`src/rtl/tvs_uram_reader_if.sv`:
```
// URAM-side signal bundle for the TVS telemetry reader: read port plus the
// write-strobe snoop used to detect read-during-write collisions.
interface tvs_uram_reader_if;
    logic        r_en_o;
    logic [1:0]  r_addr_o;
    logic [15:0] r_data_i;
    logic        wr_en_i;
    logic [1:0]  wr_addr_i;

    modport master (
        output r_en_o,
        output r_addr_o,
        input  r_data_i,
        input  wr_en_i,
        input  wr_addr_i
    );

    modport slave (
        input  r_en_o,
        input  r_addr_o,
        output r_data_i,
        output wr_en_i,
        output wr_addr_i
    );
endinterface

```
`src/rtl/tvs_uram_reader.sv`:
```
// Read-side controller for the 4-entry TVS telemetry URAM: single-channel
// reads and 4-channel scans, with a stall on same-address writes.
module tvs_uram_reader #(
    parameter int RD_LAT = 1
) (
    input  logic                    clk,
    input  logic                    resetn_i,
    input  logic                    req_i,
    input  logic [1:0]              req_ch_i,
    input  logic                    req_all_i,
    tvs_uram_reader_if.master       uram,
    output logic                    busy_o,
    output logic [15:0]             data_o,
    output logic [1:0]              ch_o,
    output logic                    data_valid_o,
    output logic [63:0]             scan_data_o,
    output logic                    scan_done_o,
    output logic [1:0]              dbg_state_o
);

    typedef enum logic [1:0] {
        IDLE  = 2'd0,
        ISSUE = 2'd1,
        WAITS = 2'd2
    } state_e;

    localparam logic [1:0] WAIT_INIT = 2'(RD_LAT - 1);

    state_e      state_q, state_d;
    logic [1:0]  cur_ch_q, cur_ch_d;
    logic        scan_q, scan_d;
    logic [1:0]  wait_cnt_q, wait_cnt_d;
    logic        busy_q, busy_d;
    logic [15:0] data_q, data_d;
    logic [1:0]  ch_q, ch_d;
    logic        dv_q, dv_d;
    logic [63:0] scan_data_q, scan_data_d;
    logic        done_q, done_d;

    logic collide;
    logic rd_fire;

    // A write to the channel about to be read holds the read off for that cycle.
    assign collide = uram.wr_en_i && (uram.wr_addr_i == cur_ch_q);
    assign rd_fire = (state_q == ISSUE) && !collide;

    assign uram.r_en_o   = rd_fire;
    assign uram.r_addr_o = rd_fire ? cur_ch_q : 2'd0;

    always_comb begin
        state_d     = state_q;
        cur_ch_d    = cur_ch_q;
        scan_d      = scan_q;
        wait_cnt_d  = wait_cnt_q;
        data_d      = data_q;
        ch_d        = ch_q;
        dv_d        = 1'b0;
        scan_data_d = scan_data_q;
        done_d      = 1'b0;

        case (state_q)
            IDLE: begin
                if (req_all_i) begin
                    state_d  = ISSUE;
                    cur_ch_d = 2'd0;
                    scan_d   = 1'b1;
                end else if (req_i) begin
                    state_d  = ISSUE;
                    cur_ch_d = req_ch_i;
                    scan_d   = 1'b0;
                end
            end
            ISSUE: begin
                if (!collide) begin
                    state_d    = WAITS;
                    wait_cnt_d = WAIT_INIT;
                end
            end
            WAITS: begin
                if (wait_cnt_q == 2'd0) begin
                    data_d = uram.r_data_i;
                    ch_d   = cur_ch_q;
                    dv_d   = 1'b1;
                    if (scan_q) begin
                        scan_data_d[16*cur_ch_q +: 16] = uram.r_data_i;
                    end
                    if (scan_q && (cur_ch_q != 2'd3)) begin
                        cur_ch_d = cur_ch_q + 2'd1;
                        state_d  = ISSUE;
                    end else begin
                        state_d = IDLE;
                        done_d  = scan_q;
                    end
                end else begin
                    wait_cnt_d = wait_cnt_q - 2'd1;
                end
            end
            default: state_d = IDLE;
        endcase

        busy_d = (state_d != IDLE);
    end

    always_ff @(posedge clk or negedge resetn_i) begin
        if (!resetn_i) begin
            state_q     <= IDLE;
            cur_ch_q    <= 2'd0;
            scan_q      <= 1'b0;
            wait_cnt_q  <= 2'd0;
            busy_q      <= 1'b0;
            data_q      <= 16'd0;
            ch_q        <= 2'd0;
            dv_q        <= 1'b0;
            scan_data_q <= 64'd0;
            done_q      <= 1'b0;
        end else begin
            state_q     <= state_d;
            cur_ch_q    <= cur_ch_d;
            scan_q      <= scan_d;
            wait_cnt_q  <= wait_cnt_d;
            busy_q      <= busy_d;
            data_q      <= data_d;
            ch_q        <= ch_d;
            dv_q        <= dv_d;
            scan_data_q <= scan_data_d;
            done_q      <= done_d;
        end
    end

    assign busy_o       = busy_q;
    assign data_o       = data_q;
    assign ch_o         = ch_q;
    assign data_valid_o = dv_q;
    assign scan_data_o  = scan_data_q;
    assign scan_done_o  = done_q;
    assign dbg_state_o  = state_q;

endmodule

```
`src/flat_wrapper.sv`:
```
// flat-port wrapper written by rule: the top's interface ports become plain ports
module tvs_uram_reader_flat 
#(
    parameter int RD_LAT = 1
)
  (clk, resetn_i, req_i, req_ch_i, req_all_i, busy_o, data_o, ch_o, data_valid_o, scan_data_o, scan_done_o, dbg_state_o, uram_r_en_o, uram_r_addr_o, uram_r_data_i, uram_wr_en_i, uram_wr_addr_i);
  tvs_uram_reader_if uram_i ();
  input  logic clk;
  input  logic resetn_i;
  input  logic req_i;
  input  logic [1:0] req_ch_i;
  input  logic req_all_i;
  output logic busy_o;
  output logic [15:0] data_o;
  output logic [1:0] ch_o;
  output logic data_valid_o;
  output logic [63:0] scan_data_o;
  output logic scan_done_o;
  output logic [1:0] dbg_state_o;
  output wire logic [$bits(uram_i.r_en_o)-1:0] uram_r_en_o;
  output wire logic [$bits(uram_i.r_addr_o)-1:0] uram_r_addr_o;
  input wire logic [$bits(uram_i.r_data_i)-1:0] uram_r_data_i;
  input wire logic [$bits(uram_i.wr_en_i)-1:0] uram_wr_en_i;
  input wire logic [$bits(uram_i.wr_addr_i)-1:0] uram_wr_addr_i;
  assign uram_r_en_o = uram_i.r_en_o;
  assign uram_r_addr_o = uram_i.r_addr_o;
  assign uram_i.r_data_i = uram_r_data_i;
  assign uram_i.wr_en_i = uram_wr_en_i;
  assign uram_i.wr_addr_i = uram_wr_addr_i;
  tvs_uram_reader #(.RD_LAT(RD_LAT)) u_core (.clk(clk), .resetn_i(resetn_i), .req_i(req_i), .req_ch_i(req_ch_i), .req_all_i(req_all_i), .uram(uram_i), .busy_o(busy_o), .data_o(data_o), .ch_o(ch_o), .data_valid_o(data_valid_o), .scan_data_o(scan_data_o), .scan_done_o(scan_done_o), .dbg_state_o(dbg_state_o));
endmodule
```
`config.mk`:
```
export PLATFORM = sky130hd
export DESIGN_NAME = tvs_uram_reader_flat
export DESIGN_NICKNAME = d
export VERILOG_FILES = /design/src/rtl/tvs_uram_reader_if.sv /design/src/rtl/tvs_uram_reader.sv /design/src/flat_wrapper.sv
export SDC_FILE = /design/constraint.sdc
export NUM_CORES = 1
export LEC_CHECK = 0
export CORE_ASPECT_RATIO = 1.25
export CORE_MARGIN = 2
export CORE_UTILIZATION = 35
export CTS_CLUSTER_DIAMETER = 150
export CTS_CLUSTER_SIZE = 14
export DETAILED_ROUTE_END_ITERATION = 10
export RECOVER_POWER = 50
export SYNTH_ARGS = -nofsm -noshare
export SYNTH_HDL_FRONTEND = slang
export SYNTH_SLANG_ARGS = --single-unit
```
`constraint.sdc`:
```
create_clock -name clk -period 1.7 [get_ports clk]
set_input_delay 0.34 -clock clk [delete_from_list [all_inputs] [get_ports clk]]
set_output_delay 0.34 -clock clk [all_outputs]
set_load 0.02 [all_outputs]
```
==> results of run 1 <==
[metal layers]
layer | track usage [%] | vias to the layer above | wire length, µm | part of all wire (%)
li1 | - | 1595 | - | -
met2 | 32.7 | 99 | 5690 | 52
met3 | 5.18 | 16 | 650 | 5.9
met1 | 22.0 | 1596 | 4420 | 40
met4 | 7.29 | 0 | 267 | 2.4
met5 | 0 | - | 0 | 0
[cell families after synthesis]
group                      count (synthesis)  synth area share, %
muxes                                     16                 4.66
DFF                                       92                 59.5
buffers and inverters                     31                 3.20
AOI/OAI and AO/OA                         82                 11.6
and+or+nand+nor                          159                 17.0
xor gates and xnor gates                   2                0.453
adders and majority gates                 11                 3.56
[stage by stage]
stage	instances	setup TNS (ns)	hold slack (ns)	worst slack, ns	total power [mW]
finish	677	-0.275	0.476	-0.0977	13.0
global route	677	-5.62	0.512	-0.158	13.8
CTS	667	-0.308	0.427	-0.131	12.7
detailed placement	648	-6.66	0.252	-0.557	10.3
global placement	648	-4.15	0.246	-0.527	10.1
floorplan	393	-0.927	0.0444	-0.0660	6.98
[how the worst min path moves through the flow]
stage	to	slack, ns	depth (start not counted)	startpoint
CTS	u_core.scan_data_o[10]	0.43	2	resetn_i
global placement	u_core.scan_data_o[11]	0.25	1	resetn_i
detailed placement	u_core.scan_data_o[10]	0.25	1	resetn_i
floorplan	u_core.busy_o	0.04	0	resetn_i
finish	u_core.scan_data_o[25]	0.48	2	u_core.scan_data_o[25]
global route	u_core.scan_data_o[23]	0.51	2	u_core.scan_data_o[23]
[state kept, by name, indices dropped and copies added (netlist names)]
signal	flops
u_core.data_valid_o	1
u_core.busy_o	1
u_core.scan_done_o	1
u_core.scan_data_o	64
u_core.cur_ch_q	2
u_core.wait_cnt_q	2
u_core.dbg_state_o	2
u_core.scan_q	1
u_core.data_o	16
u_core.ch_o	2
[critical path: cells and delay by family (launching register included)]
| family | cells | cell delay [ns] |
|---|---|---|
| and+or+nand+nor | 1 | 0.17 |
| adders and majority gates | 1 | 0.14 |
| buffers and inverters | 3 | 0.23 |
| DFF | 1 | 0.39 |
| AOI/OAI and AO/OA | 1 | 0.18 |
[power groups by stage]
stage	Clock [mW]	Sequential, mW	Combinational (mW)
final	2.05	3.90	7.06
after global routing	2.20	4.04	7.58
after CTS	2.10	3.90	6.71
after detailed placement	0	3.92	6.37
after global placement	0	3.88	6.26
after floorplan	0	5.14	1.84
[layout make-up]
type / instances / area (µm²) / share of cell area, %
multi-input combinational: 270 / 1650 / 27.7
tap: 132 / 165 / 2.77
timing repair buffer: 156 / 1490 / 24.9
inverter: 11 / 51.3 / 0.860
clock inverter: 6 / 71.3 / 1.19
sequential: 92 / 2300 / 38.6
clock buffer: 10 / 239 / 4.00
[Yosys cell counts (2+ instances only)]
master,count
nand2_1,136
dfrtp_1,92
o21ai_0,63
mux2_2,16
clkbuf_1,13
ha_1,11
inv_1,10
buf_2,6
and2_1,4
nor2_1,4
a21oi_1,3
and3_1,3
nor3_2,3
o21ai_1,3
a31oi_1,2
nand2b_1,2
o41ai_1,2
xnor2_1,2
[what timing repair did]
item | 4_1_cts | 5_1_grt
endpoints found under the setup margin | 72 | 83
gates resized for setup | 50 | 92
hold buffers | 1 | 0
endpoints found under the hold margin | 19 | 0
gates cloned | 2 | 1
pin swaps | 4 | 18
setup buffers | 0 | 9
==> impl_results.md, run 1 <==
* Gr ovfl total at 0
* CP startpoint: u_core.dbg_state_o[1]
* Max_cap viols at 0
* CP Max Fanout at 4
* Reg2Reg Depth at 8
* DR vias/cell at 4.88
* Synth Cell Area at 3870 µm²
* Starting Density at 36.2%
* DR vias at 3306
* Post-synth cell types at 36
* Nets@finish at 576
* Vias in the first global route at 3237
* Pin count of the biggest net entering global routing at 46
* Number of synthesized flops with an enable pin at 0
* Post-Syn Instances at 393
* Flops & latches, synth at 92
* Core Area at 10700 µm²
* Logic pwr share at 54.3%
* Cell chain of the critical path: inv_2, ha_4, inv_2, a31oi_4, and2_4, buf_6
* Antenna violations before repair at 0
* Min setup slack post-route at -0.0977 ns
* Pins Over Slew Limit at 0
* H-tree levels at 3
* First-pass GRT wire length at 17200 µm
* Sw Share at 39.8%
* Crit path arrival time at 1.46 ns
* Critical path type: register to output port
* Util after Layout at 55.9%
* Share of cells above drive strength 1 at 22.2%
* CP startpoint kind: register
* Critical path data required time at 1.36 ns
* Yosys warns at 0
* Clock Path Buffers at 2
* Detailed placement HPWL at 7870 µm
* Area growth syn-to-layout at 54.4%
* Slowest-stage cell, CP: dfrtp_1
* Final min period at 1.80 ns
* Failing checks: setup timing
* Mapped Nets at 429
* Most frequent cell on the critical path: inv_2
* Status: finished, violations left
* Cell accounting for the most synthesized area: dfrtp_1
* RSZ-0062 raised after global routing: yes
* Clock share of power at 15.8%
* Inserted Diodes at 0
* Clock slew at reported path FFs at 0.07 ns
* Site Rows at 42
* Register share of total power at 30.0%
* Root Driver: clkbuf_16
* Syn_area_per_cell at 9.84 µm²
* P_leak at 2.65 nW
* TritonCTS buffer count at 9
* CTS tree: done
* # setup viols final at 6
* Yosys top cell area share at 59.5%
* Fin crit share at 106%
* Slew Limit Headroom at 60.8%
* I/O pins at 115
* Commonest non-fill, non-tap cell in the layout: nand2_1
* Cell area after layout at 5970 µm²
* Clock skew at 0.00771 ns
* HP Class: register to register
* Initial drt markers at 121
* DRC viols at 0
* Gpl congestion at 0.836
* Fmax achieved at 0.556 GHz
* Largest cells by area after synthesis: dfrtp_1, nand2_1, o21ai_0
* Crit end category: output port
* Worst-Margin Slew at 0.587 ns
* DIE AREA at 11900 µm²
* Quantity of I/O buffers inserted on ports at 114
* # fillers at 967
* WL/cell at 16.3 µm
* Die height at 122 µm
* VDD IR max at 0.909 mV
* Worst-Skew Late Latency at 0.34 ns
* Setup crit end: uram_r_addr_o[1]
* R2r setup slk at -0.01 ns
* Worst r2r src: u_core.dbg_state_o[0]
* DRT antenna net count at 0
* Worst r2r dst: u_core.scan_data_o[51]
* Post-synthesis async set-or-reset flop share at 100%
* Placed inst area at 5410 µm²
* Internal at 7.84 mW
* Final Hold Fails at 0
* Predominant post-synthesis flop cell: dfrtp_1
* DIE WIDTH at 98.0 µm
* Crit-path max cell delay at 0.39 ns
* DR pass1 iterations at 4
* Power density cells at 2180 nW/µm²
* Switch Pwr at 5.17 mW
* Commonest non-fill, non-tap cells in the layout: nand2_1, clkdlybuf4s50_1, dfrtp_1, o21ai_1, buf_4
* # clock sinks at 92
* Post-synthesis sequential area ratio at 59.5%
* Final WL at 11000 µm
* Overall Global Routing Usage at 18.8%
Power figures use the tool's default switching activity.
==> run 2, diff against run 1 <==
--- a/config.mk
+++ b/config.mk
@@ -5,12 +5,14 @@
 export SDC_FILE = /design/constraint.sdc
 export NUM_CORES = 1
 export LEC_CHECK = 0
+export CAP_MARGIN = 20
 export CORE_ASPECT_RATIO = 1.25
 export CORE_MARGIN = 2
 export CORE_UTILIZATION = 35
 export CTS_CLUSTER_DIAMETER = 150
 export CTS_CLUSTER_SIZE = 14
 export DETAILED_ROUTE_END_ITERATION = 10
+export GPL_TIMING_DRIVEN = 0
 export RECOVER_POWER = 50
 export SYNTH_ARGS = -nofsm -noshare
 export SYNTH_HDL_FRONTEND = slang
==> run 2 against run 1 <==
  * Cell area grew 3.2%
  * Total power is 0.96% higher
  * Wire length up 2.1%
  * The run still ends with setup timing left
==> impl_results.md, run 2 (synthesis gave the netlist of run 1 again) <==
* P_leak at 2.72 nW (was 2.65 nW)
* Inserted Diodes at 0 (unchanged)
* Gpl congestion at 0.754 (was 0.836)
* CP startpoint kind: register (unchanged)
* DIE WIDTH at 98.0 µm (unchanged)
* Crit end category: output port (unchanged)
* CTS tree: done (unchanged)
* Commonest non-fill, non-tap cell in the layout: nand2_1 (unchanged)
* Placed inst area at 5220 µm² (was 5410 µm²)
* DP Cell Count at 640 (was 648)
* Util after Layout at 57.7% (was 55.9%)
* WL/cell at 16.4 µm (was 16.3 µm)
* Final min period at 1.77 ns (was 1.80 ns)
* Fin crit share at 104% (was 106%)
* DR vias/cell at 4.99 (was 4.88)
* Nets@finish at 585 (was 576)
* Hold Worst Slack at 0.482 ns (was 0.476 ns)
* H-tree levels at 3 (unchanged)
* TritonCTS buffer count at 9 (unchanged)
* Quantity of I/O buffers inserted on ports at 114 (unchanged)
* Pin count of the biggest net entering global routing at 56 (was 46)
* Area growth syn-to-layout at 59.3% (was 54.4%)
* Setup TNS Final at -0.195 ns (was -0.275 ns)
* Final WL at 11300 µm (was 11000 µm)
* Non-filler cells, final at 686 (was 677)
* Max_cap viols at 0 (unchanged)
* Clock slew at reported path FFs at 0.06 ns (was 0.07 ns)
* Starting Density at 36.2% (unchanged)
* Die height at 122 µm (unchanged)
* Tot Pwr at 13.1 mW (was 13.0 mW)
* Clock Path Buffers at 2 (unchanged)
* Clock skew at 0.00663 ns (was 0.00771 ns)
* RSZ-0062 raised after global routing: yes (unchanged)
* Min setup slack post-route at -0.0695 ns (was -0.0977 ns)
* DP Worst Slack at -0.588 ns (was -0.557 ns)
* VDD IR max at 1.03 mV (was 0.909 mV)
* Crit path arrival time at 1.43 ns (was 1.46 ns)
* Power density cells at 2130 nW/µm² (was 2180 nW/µm²)
* Failing checks: setup timing (unchanged)
* Detailed placement HPWL at 7930 µm (was 7870 µm)
* CP delay by family, top: flip-flops (unchanged)
* Cell chain of the critical path: xnor2_4, a31oi_4, and2_4, buf_6 (was inv_2, ha_4, inv_2, a31oi_4, and2_4, buf_6)
* Critical path type: register to output port (unchanged)
* DIE AREA at 11900 µm² (unchanged)
* Pins Over Slew Limit at 0 (unchanged)
* Max FFs per register at 64 (unchanged)
* Commonest non-fill, non-tap cells in the layout: nand2_1, clkdlybuf4s50_1, dfrtp_1, o21ai_1 (was nand2_1, clkdlybuf4s50_1, dfrtp_1, o21ai_1, buf_4)
* # fillers at 927 (was 967)
* Worst-Margin Slew at 1.01 ns (was 0.587 ns)
* # setup viols final at 5 (was 6)
* Cell area after layout at 6160 µm² (was 5970 µm²)
* Final Hold Fails at 0 (unchanged)
* Share of cells above drive strength 1 at 23.6% (was 22.2%)
* Root Driver: clkbuf_16 (unchanged)
* HP Class: register to register (unchanged)
* Crit-path max cell delay at 0.49 ns (was 0.39 ns)
* Site Rows at 42 (unchanged)
* Core Area at 10700 µm² (unchanged)
* Status: finished, violations left (unchanged)
* Vias in the first global route at 3346 (was 3237)
* Antenna violations before repair at 0 (unchanged)
* # clock sinks at 92 (unchanged)
* Bufs and invs on worst path at 1 (was 3)
* First-pass GRT wire length at 17500 µm (was 17200 µm)
* Gr ovfl total at 0 (unchanged)
* DR vias at 3422 (was 3306)
* CP Max Fanout at 4 (unchanged)
* DRC viols at 0 (unchanged)
* Critical path data required time at 1.36 ns (about the same)
* DR pass1 iterations at 4 (unchanged)
* Slew Limit Headroom at 32.7% (was 60.8%)
* Fmax achieved at 0.565 GHz (was 0.556 GHz)
* Overall Global Routing Usage at 18.8% (about the same)
* Initial drt markers at 184 (was 121)
* I/O pins at 115 (unchanged)
* DRT antenna net count at 0 (unchanged)
* Slowest-stage cell, CP: dfrtp_2 (was dfrtp_1)
* Worst-Skew Late Latency at 0.34 ns (about the same)
## run 2: cell count changes in the layout (fill, tap and decap cells not counted), moves of 4 or more
| cell | change |
|---|---|
| buf_12 | -5 |
| clkbuf_8 | +4 |
| clkbuf_1 | -7 |
| clkdlybuf4s50_1 | +8 |
| nand2_1 | -4 |
| buf_4 | -5 |
| o21ai_1 | +5 |
| buf_6 | +7 |
## run 2: final cells by class
class	count	area, µm²	area share (%)
inverters	11	58.8	0.955
repair buffers	145	1430	23.2
clock inverters	6	63.8	1.04
multi-input cells	270	1680	27.2
flip-flops and latches	92	2310	37.4
well taps	132	165	2.68
plain buffers	20	221	3.60
clock buffers	10	239	3.88
## run 2: routing by layer
metal,part of all wire [%],up-vias,global-route usage (%)
met1,42,1683,24.0
met4,1.6,0,7.12
met3,5.1,15,3.28
li1,-,1614,-
met2,51,110,32.1
met5,0,-,0
## run 2: timing repair
action,CTS,global route
endpoints found under the setup margin,85,81
setup buffers,14,10
resized for setup,85,108
endpoints found under the hold margin,37,0
hold buffers,1,0
cloned,0,5
pin swaps,8,11
## run 2: tightest hold or removal path, stage by stage, from the launching register on
cell,delay (ns)
dfrtp_1,0.34
nand2_1,0.04
o21ai_0,0.06
## run 2: power by group
group | switching, mW | internal, mW
registers | 0.701 | 3.27
clock network | 0.848 | 1.18
logic | 3.63 | 3.51
## run 2: worst paths after layout
kind	start	end	slack [ns]	depth (start not counted)
worst min-delay path	u_core.scan_data_o[57]	u_core.scan_data_o[57]	0.48	2
max in group asynchronous	resetn_i	u_core.dbg_state_o[0]	0.17	3
worst max register to register	u_core.dbg_state_o[1]	u_core.data_o[2]	-0.01	6
min in group asynchronous	resetn_i	u_core.scan_data_o[58]	0.72	2
worst min register to register	u_core.scan_data_o[57]	u_core.scan_data_o[57]	0.48	2
worst max-delay path	u_core.cur_ch_q[0]	uram_r_addr_o[0]	-0.07	4
==> run 3, diff against run 2 <==
--- a/config.mk
+++ b/config.mk
@@ -13,6 +13,7 @@
 export CTS_CLUSTER_SIZE = 14
 export DETAILED_ROUTE_END_ITERATION = 10
 export GPL_TIMING_DRIVEN = 0
+export HOLD_SLACK_MARGIN = 0.05
 export RECOVER_POWER = 50
 export SYNTH_ARGS = -nofsm -noshare
 export SYNTH_HDL_FRONTEND = slang
==> results of run 3 <==
Final layout, timing and power as in run 2 (identical DEF).
